`src/rtl/ui_input_mgr.sv`:
```
// Front-panel input manager: synchronizes and debounces the Nexys A7 buttons and
// switches, then turns accepted presses into gen_mod, prog and data_2 updates.
module ui_input_mgr #(
  parameter int DEB_CYCLES = 1000000,
  parameter int PROG_MAX   = 7
) (
  input  logic        clock,
  input  logic        reset,
  input  logic        btn_c,
  input  logic        btn_u,
  input  logic        btn_d,
  input  logic        btn_r,
  input  logic        btn_l,
  input  logic [15:0] sw,
  output logic [1:0]  gen_mod,
  output logic [2:0]  prog,
  output logic [15:0] data_2,
  output logic        data_valid
);

  localparam logic [19:0] CNT_LAST = 20'(DEB_CYCLES - 1);
  localparam logic [2:0]  PROG_TOP = 3'(PROG_MAX);

  // Button bit order: 0=centre, 1=up, 2=down, 3=right, 4=left.
  logic [4:0]  w_btnRaw;
  logic [4:0]  w_press;
  logic [4:0]  r_btnSync1;
  logic [4:0]  r_btnSync2;
  logic [15:0] r_swSync1;
  logic [15:0] r_swSync2;
  logic [19:0] r_cnt [5];
  logic [4:0]  r_st;
  logic [4:0]  r_stQ;
  logic [1:0]  r_genMod;
  logic [2:0]  r_prog;
  logic [15:0] r_data2;
  logic        r_dataValid;

  assign w_btnRaw = {btn_l, btn_r, btn_d, btn_u, btn_c};
  assign w_press  = r_st & ~r_stQ;

  always_ff @(posedge clock) begin
    if (reset) begin
      r_btnSync1 <= '0;
      r_btnSync2 <= '0;
      r_swSync1  <= '0;
      r_swSync2  <= '0;
    end else begin
      r_btnSync1 <= w_btnRaw;
      r_btnSync2 <= r_btnSync1;
      r_swSync1  <= sw;
      r_swSync2  <= r_swSync1;
    end
  end

  // A new level is accepted only after it has differed from st for DEB_CYCLES
  // consecutive cycles; any return to the stable level restarts the count.
  always_ff @(posedge clock) begin
    if (reset) begin
      r_st  <= '0;
      r_stQ <= '0;
      for (int i = 0; i < 5; i++) begin
        r_cnt[i] <= '0;
      end
    end else begin
      r_stQ <= r_st;
      for (int i = 0; i < 5; i++) begin
        if (r_btnSync2[i] != r_st[i]) begin
          if (r_cnt[i] == CNT_LAST) begin
            r_st[i]  <= r_btnSync2[i];
            r_cnt[i] <= '0;
          end else begin
            r_cnt[i] <= r_cnt[i] + 20'd1;
          end
        end else begin
          r_cnt[i] <= '0;
        end
      end
    end
  end

  always_ff @(posedge clock) begin
    if (reset) begin
      r_genMod    <= '0;
      r_prog      <= '0;
      r_data2     <= '0;
      r_dataValid <= 1'b0;
    end else begin
      r_dataValid <= w_press[0];
      if (w_press[0]) begin
        r_data2 <= r_swSync2;
      end
      // Opposing presses in the same cycle cancel out.
      case (w_press[2:1])
        2'b01:   r_prog <= (r_prog == PROG_TOP) ? 3'd0 : r_prog + 3'd1;
        2'b10:   r_prog <= (r_prog == 3'd0) ? PROG_TOP : r_prog - 3'd1;
        default: r_prog <= r_prog;
      endcase
      case (w_press[4:3])
        2'b01:   r_genMod <= r_genMod + 2'd1;
        2'b10:   r_genMod <= r_genMod - 2'd1;
        default: r_genMod <= r_genMod;
      endcase
    end
  end

  assign gen_mod    = r_genMod;
  assign prog       = r_prog;
  assign data_2     = r_data2;
  assign data_valid = r_dataValid;

endmodule

```
`config.mk`:
```
export PLATFORM = sky130hd
export DESIGN_NAME = ui_input_mgr
export DESIGN_NICKNAME = d
export VERILOG_FILES = /design/src/rtl/ui_input_mgr.sv
export SDC_FILE = /design/constraint.sdc
export NUM_CORES = 1
export LEC_CHECK = 0
export ABC_CLOCK_PERIOD_IN_PS = 5900
export BUFFER_PORTS_ARGS = -buffer_cell sky130_fd_sc_hd__clkbuf_2
export CORE_MARGIN = 2
export CORE_UTILIZATION = 52
export CTS_BUF_LIST = sky130_fd_sc_hd__clkbuf_4 sky130_fd_sc_hd__clkbuf_8
export CTS_CLUSTER_SIZE = 25
export DETAILED_ROUTE_END_ITERATION = 12
export PLACE_DENSITY_LB_ADDON = 0.2
export SYNTH_ARGS = -nofsm -noshare
export SYNTH_HDL_FRONTEND = slang
export SYNTH_SLANG_ARGS = --single-unit
export TNS_END_PERCENT = 10
```
`constraint.sdc`:
```
create_clock -name clock -period 5.9 [get_ports clock]
set_clock_uncertainty 0.15 [all_clocks]
set_input_delay 0.885 -clock clock [delete_from_list [all_inputs] [get_ports clock]]
set_output_delay 0.885 -clock clock [all_outputs]
set_load 0.01 [all_outputs]
```
==> impl_metrics.ini, run 1 <==
[synthesis]
synthAdderAreaFrac_pct = 1.74
synthArstFlopShare_pct = 0
synth_top_family_by_area = simple AND/OR/NAND/NOR gates
postSynthAreaPerCell_um2 = 10.4
netlist_area_um2 = 7930
ys_ff_latch = 174
synth_xor_area_share_pct = 7.95
synth-main-ff-cell = edfxtp_1
ys_types = 46
synth.area.mux_share_pct = 0.142
synth_edf_count = 100
yosys.area.top_type = edfxtp_1
synth_top_area_share_pct = 37.9
postSynthCellCount = 759
yosysWarnings = 0
yosys.area_share.simple_pct = 24.5
synth_compound_area_share_pct = 6.70
seq_area_frac_synth_pct = 56.5
synth_area_leaders = edfxtp_1 (38%), dfxtp_1 (19%), xnor2_1 (4.7%), nor2b_1 (4.2%), nor2_1 (3.9%)

[floorplanning]
row_count = 45
dieArea_um2 = 16300
io_pins = 45
start_util_pct = 52.8
dieWidth_um = 128
coreArea_um2 = 15000
die_h_um = 128

[grt]
grt_pass1_wl_um = 24000
grt_pass1_vias = 5408
gr-total-overflow = 0
grt_max_degree = 65
antenna_found_initial = 0
grt.total_usage_pct = 18.4

[routing]
via_per_inst = 5.21
wl_per_cell_um = 13.0
drt_wl_total_um = 14300
antenna_left = 0
initialDrtViolationCount = 404
dr.pass1.iters = 5
drc = 0
vias = 5728

[finish]
layout.nets = 933
antenna_cells = 0
area_growth_pct = 14.1
drive_gt1_share_pct = 10.3

[power_and_ir_drop]
p_per_area_nw_per_um2 = 248
total_power_mw = 2.24
p_leak_nw = 3.18
ir_drop_uv = 132

[timing]
finalSetupViolations = 0
min_period_ns = 2.63
worst_pin_slew_ns = 1.09
relSlewSlack_pct = 27.5
finalCritPeriodShare_pct = 44.5
rsz0062_at_grt = no
slew_violations = 0
hold_viol = 0
tns_ns = 0
fmax_mhz = 381

[clock_tree]
numCtsBuffers = 17
htreeDepth = 4
post_cts_buffers = 0
ctsResizeCount = 0
cts_tree = yes
clkTransAtPathRegs_ns = 0.09
clk_path_buf_depth = 2
cts-root-buf = clkbuf_8
clk_latency_ns = 0.45
cts.sinks = 174
holdBufCountCts = 0

[worst_hold_path]
min_path_type = register to register
min_to = r_swSync2[0]
hp-start = r_swSync1[0]
whs_path_depth = 1

[setup_path]
cp-start-kind = register
reg2reg_slack_ns = 3.27
crit_type = register to register
critPathArrivalTime_ns = 2.65
r2r_start = r_cnt[4][0]
worst_ep_required_time_ns = 5.93
critPathCaptureType = register
r2r-end = r_cnt[4][9]
reg2regPathDepth = 5
cp_max_fo = 19

[run_status]
status = completed

[placed_design]
dp_hpwl_um = 10100
port_buffers = 44
gp_congestion = 0.847

[flow_run]
max_cap_viol_count = 0
synthesized netlist by cell type (15+ instances only):
cell type	count
edfxtp_1	100
nor2_1	82
dfxtp_1	74
nand2_1	58
nor2b_1	53
a21oi_1	46
xnor2_1	43
nand3_1	41
xor2_1	29
inv_1	24
nand4_1	24
nor3_1	19
or4_1	19
clkbuf_1	17
or3_1	16
o21ai_0	15
logic make-up after synthesis:
kind of cell | Yosys count
other | 1
and+or+nand+nor | 363
buffers and inverters | 48
AOI/OAI and AO/OA | 89
muxes | 1
xor gates and xnor gates | 72
adders and majority gates | 11
DFF | 174
through the flow:
stage / hold WS (ns) / cell area (um2) / util, % / cells / setup WS, ns
global placement: 0.269 / 8670 / 57.7 / 1068 / 3.12
CTS: 0.296 / 9050 / 60.2 / 1100 / 3.24
finish: 0.289 / 9050 / 60.2 / 1100 / 3.27
floorplan: 0.256 / 8300 / - / 858 / 3.55
detailed placement: 0.273 / 8670 / 57.7 / 1068 / 3.06
global route: 0.307 / 9050 / 60.2 / 1100 / 3.06
metal layers:
| metal | vias to the layer above | wire (um) | track usage, % | share of wire, % |
|---|---|---|---|---|
| met5 | - | 0 | 0 | 0 |
| met4 | 0 | 288 | 8.21 | 2.0 |
| met3 | 25 | 505 | 3.89 | 3.5 |
| met2 | 97 | 6860 | 29.9 | 48 |
| met1 | 2708 | 6670 | 23.8 | 47 |
| li1 | 2898 | - | - | - |
where the power goes:
part	internal [mW]	leakage [nW]	total, mW	switching [mW]
clock	0.352	0.195	0.793	0.440
sequential	1.32	1.64	1.36	0.0384
combinational	0.0368	1.35	0.0867	0.0499
cells in the final DEF, fill, tap and decap left out, types with 29 or more instances in the layout:
master,synthesis,layout
xor2_1,29,29
dfxtp_1,74,74
nand2_1,58,58
edfxtp_1,100,100
nor2_1,82,82
nor2b_1,53,53
nand3_1,41,41
xnor2_1,43,43
a21oi_1,46,46
clkbuf_2,0,44
conb_1,1,100
worst max-delay path by stage:
stage	slack, ns	endpoint	cells after the start	startpoint
after floorplan	3.55	r_cnt[2][12]	5	r_cnt[2][13]
after global placement	3.12	r_cnt[4][9]	5	reset
after detailed placement	3.06	r_cnt[4][6]	5	reset
after CTS	3.24	r_cnt[4][9]	5	r_cnt[4][0]
after global routing	3.06	r_cnt[4][13]	5	r_cnt[4][0]
final	3.27	r_cnt[4][9]	5	r_cnt[4][0]
sequential cells by signal, summed over array words and instances, names as in the netlist:
name / flops
data_2: 16
r_st: 5
r_swSync1: 16
prog: 3
r_btnSync2: 5
r_swSync2: 16
r_stQ: 5
r_cnt: 100
gen_mod: 2
data_valid: 1
r_btnSync1: 5
worst max-delay path, cell delays in order (launching register included):
cell and delay (ns):
edfxtp_1 0.43, ha_1 0.25, nand3_1 0.14, or4_1 0.61, o21ai_2 0.64, nor2_1 0.13
area by class of cell:
cell class / count / area, um2
Clock buffer: 19 / 249
Inverter: 24 / 90.1
Sequential cell: 174 / 4480
Fill cell: 1278 / 5990
Timing Repair Buffer: 46 / 235
Clock inverter: 13 / 128
Multi-Input combinational cell: 636 / 3630
Tap cell: 188 / 235
Note: power is estimated with default switching activity, not from simulation.
==> run 2, diff against run 1 <==
--- a/config.mk
+++ b/config.mk
@@ -5,7 +5,7 @@
 export SDC_FILE = /design/constraint.sdc
 export NUM_CORES = 1
 export LEC_CHECK = 0
-export ABC_CLOCK_PERIOD_IN_PS = 5900
+export ABC_CLOCK_PERIOD_IN_PS = 2640
 export BUFFER_PORTS_ARGS = -buffer_cell sky130_fd_sc_hd__clkbuf_2
 export CORE_MARGIN = 2
 export CORE_UTILIZATION = 52
==> constraint.sdc (replaced) <==
create_clock -name clock -period 2.64 [get_ports clock]
set_clock_uncertainty 0.15 [all_clocks]
set_input_delay 0.396 -clock clock [delete_from_list [all_inputs] [get_ports clock]]
set_output_delay 0.396 -clock clock [all_outputs]
set_load 0.01 [all_outputs]
==> run 2 against run 1 <==
Effect of this change: combinational power grew to 2.6 times the previous value; worst setup slack worse by 3.1 ns; final area is 3.0% higher; fmax is 6.4% higher; critical path type unchanged; largest cell class unchanged; largest power group unchanged.
==> impl_metrics.ini, run 2 (synthesized netlist as in run 1, its figures left out) <==
[run_status]
status = completed

[setup_path]
critPathCaptureType = register
cp-start-kind = register
startpoint = r_cnt[0][10]
cp_max_fo = 15
critPathArrivalTime_ns = 2.54
r2r_start = r_cnt[0][10]
crit_type = register to register
worst_ep_required_time_ns = 2.71

[timing]
finalCritPeriodShare_pct = 93.5
relSlewSlack_pct = 58.7
finalSetupViolations = 0
min_period_ns = 2.47
slew_violations = 0
worst_pin_slew_ns = 0.614
tns_ns = 0
hold_viol = 0
rsz0062_at_grt = no
fmax_mhz = 405

[worst_hold_path]
hp-start = sw[13]
min_path_type = input port to register

[grt]
gr-usage-met1_pct = 24.7
grt.total_usage_pct = 18.8
gr-total-overflow = 0
busiest_layer = met2
grt_pass1_wl_um = 24800
met3_usage_pct = 3.48
grt_max_degree = 41
use_met2_pct = 30.8
grt_pass1_vias = 5462
antenna_found_initial = 0

[clock_tree]
numCtsBuffers = 17
htreeDepth = 4
cts-root-buf = clkbuf_8
clk_latency_ns = 0.46
cts.sinks = 174
ctsResizeCount = 0
clk_path_buf_depth = 2
holdBufCountCts = 18
cts_tree = yes
clkTransAtPathRegs_ns = 0.09
post_cts_buffers = 0

[finish]
layout.nets = 967
regMostFlops = r_cnt
area_growth_pct = 17.4
drive_gt1_share_pct = 11.5
final_area_um2 = 9320
largest_register_ffs = 100
final_cell_mix = edfxtp_1 (100), conb_1 (100), nor2_1 (82)
antenna_cells = 0

[placed_design]
gp_congestion = 0.836
port_buffers = 44
dpl_cell_area_um2 = 8790
dp_hpwl_um = 10500

[floorplanning]
die_h_um = 128
dieArea_um2 = 16300
coreArea_um2 = 15000
dieWidth_um = 128
row_count = 45
start_util_pct = 52.8
io_pins = 45

[power_and_ir_drop]
total_power_mw = 4.94
p_int_mw = 3.74
p_leak_nw = 3.32
p_seq_share_pct = 61.6
p_per_area_nw_per_um2 = 530
combPwrFrac_pct = 4.6
switching_share_pct = 24.2
clockPowerShare_pct = 33.9
p_sw_mw = 1.20
ir_drop_uv = 314

[routing]
vias = 5818
initialDrtViolationCount = 399
antenna_left = 0
drc = 0
wl_per_cell_um = 12.9
dr.pass1.iters = 5
via_per_inst = 5.13
drt_wl_total_um = 14600

[flow_run]
max_cap_viol_count = 0
-- run 2: metal layers --
layer  part of all wire [%]  up-vias
met2                     49       80
li1                       -     2959
met3                    2.4       16
met5                      0        -
met4                    1.5        0
met1                     47     2763
-- run 2: stage by stage --
stage	instances	utilization, %	hold WS [ns]	setup WS (ns)
6_report	1134	62.0	0.0541	0.171
5_1_grt	1134	62.0	0.0215	0.0275
4_1_cts	1134	62.0	0.0122	0.166
3_5_place_dp	1084	58.5	0.271	0.188
3_3_place_gp	1084	58.5	0.269	0.225
2_1_floorplan	858	-	0.256	0.293
-- run 2: area by class of cell --
| type | instances | area [um2] |
|---|---|---|
| flip-flops and latches | 174 | 4480 |
| fillers | 1268 | 5720 |
| repair buffers | 80 | 536 |
| clock inverters | 14 | 103 |
| inverters | 24 | 90.1 |
| clock buffers | 18 | 241 |
| multi-input cells | 636 | 3630 |
| well taps | 188 | 235 |
-- run 2: critical path, stage by stage (launching register included) --
cell and delay, ns:
edfxtp_1 0.47, or4b_1 0.54, or4_1 0.59, o21ai_1 0.18, buf_4 0.23, nor2_1 0.08
-- run 2: final timing paths --
check	endpoint	slack, ns	cells past startpoint
setup / recovery	r_cnt[0][5]	0.17	5
hold / removal	r_swSync1[13]	0.05	2
setup reg to reg	r_cnt[0][5]	0.17	5
hold reg to reg	data_2[7]	0.29	2
-- run 2: power by group through the flow --
stage	Sequential, mW	Combinational, mW	Clock, mW
after detailed placement	3.10	0.201	0
final	3.04	0.227	1.67
after CTS	3.04	0.224	1.73
after global routing	3.06	0.259	1.84
after floorplan	3.08	0.152	0
after global placement	3.10	0.198	0
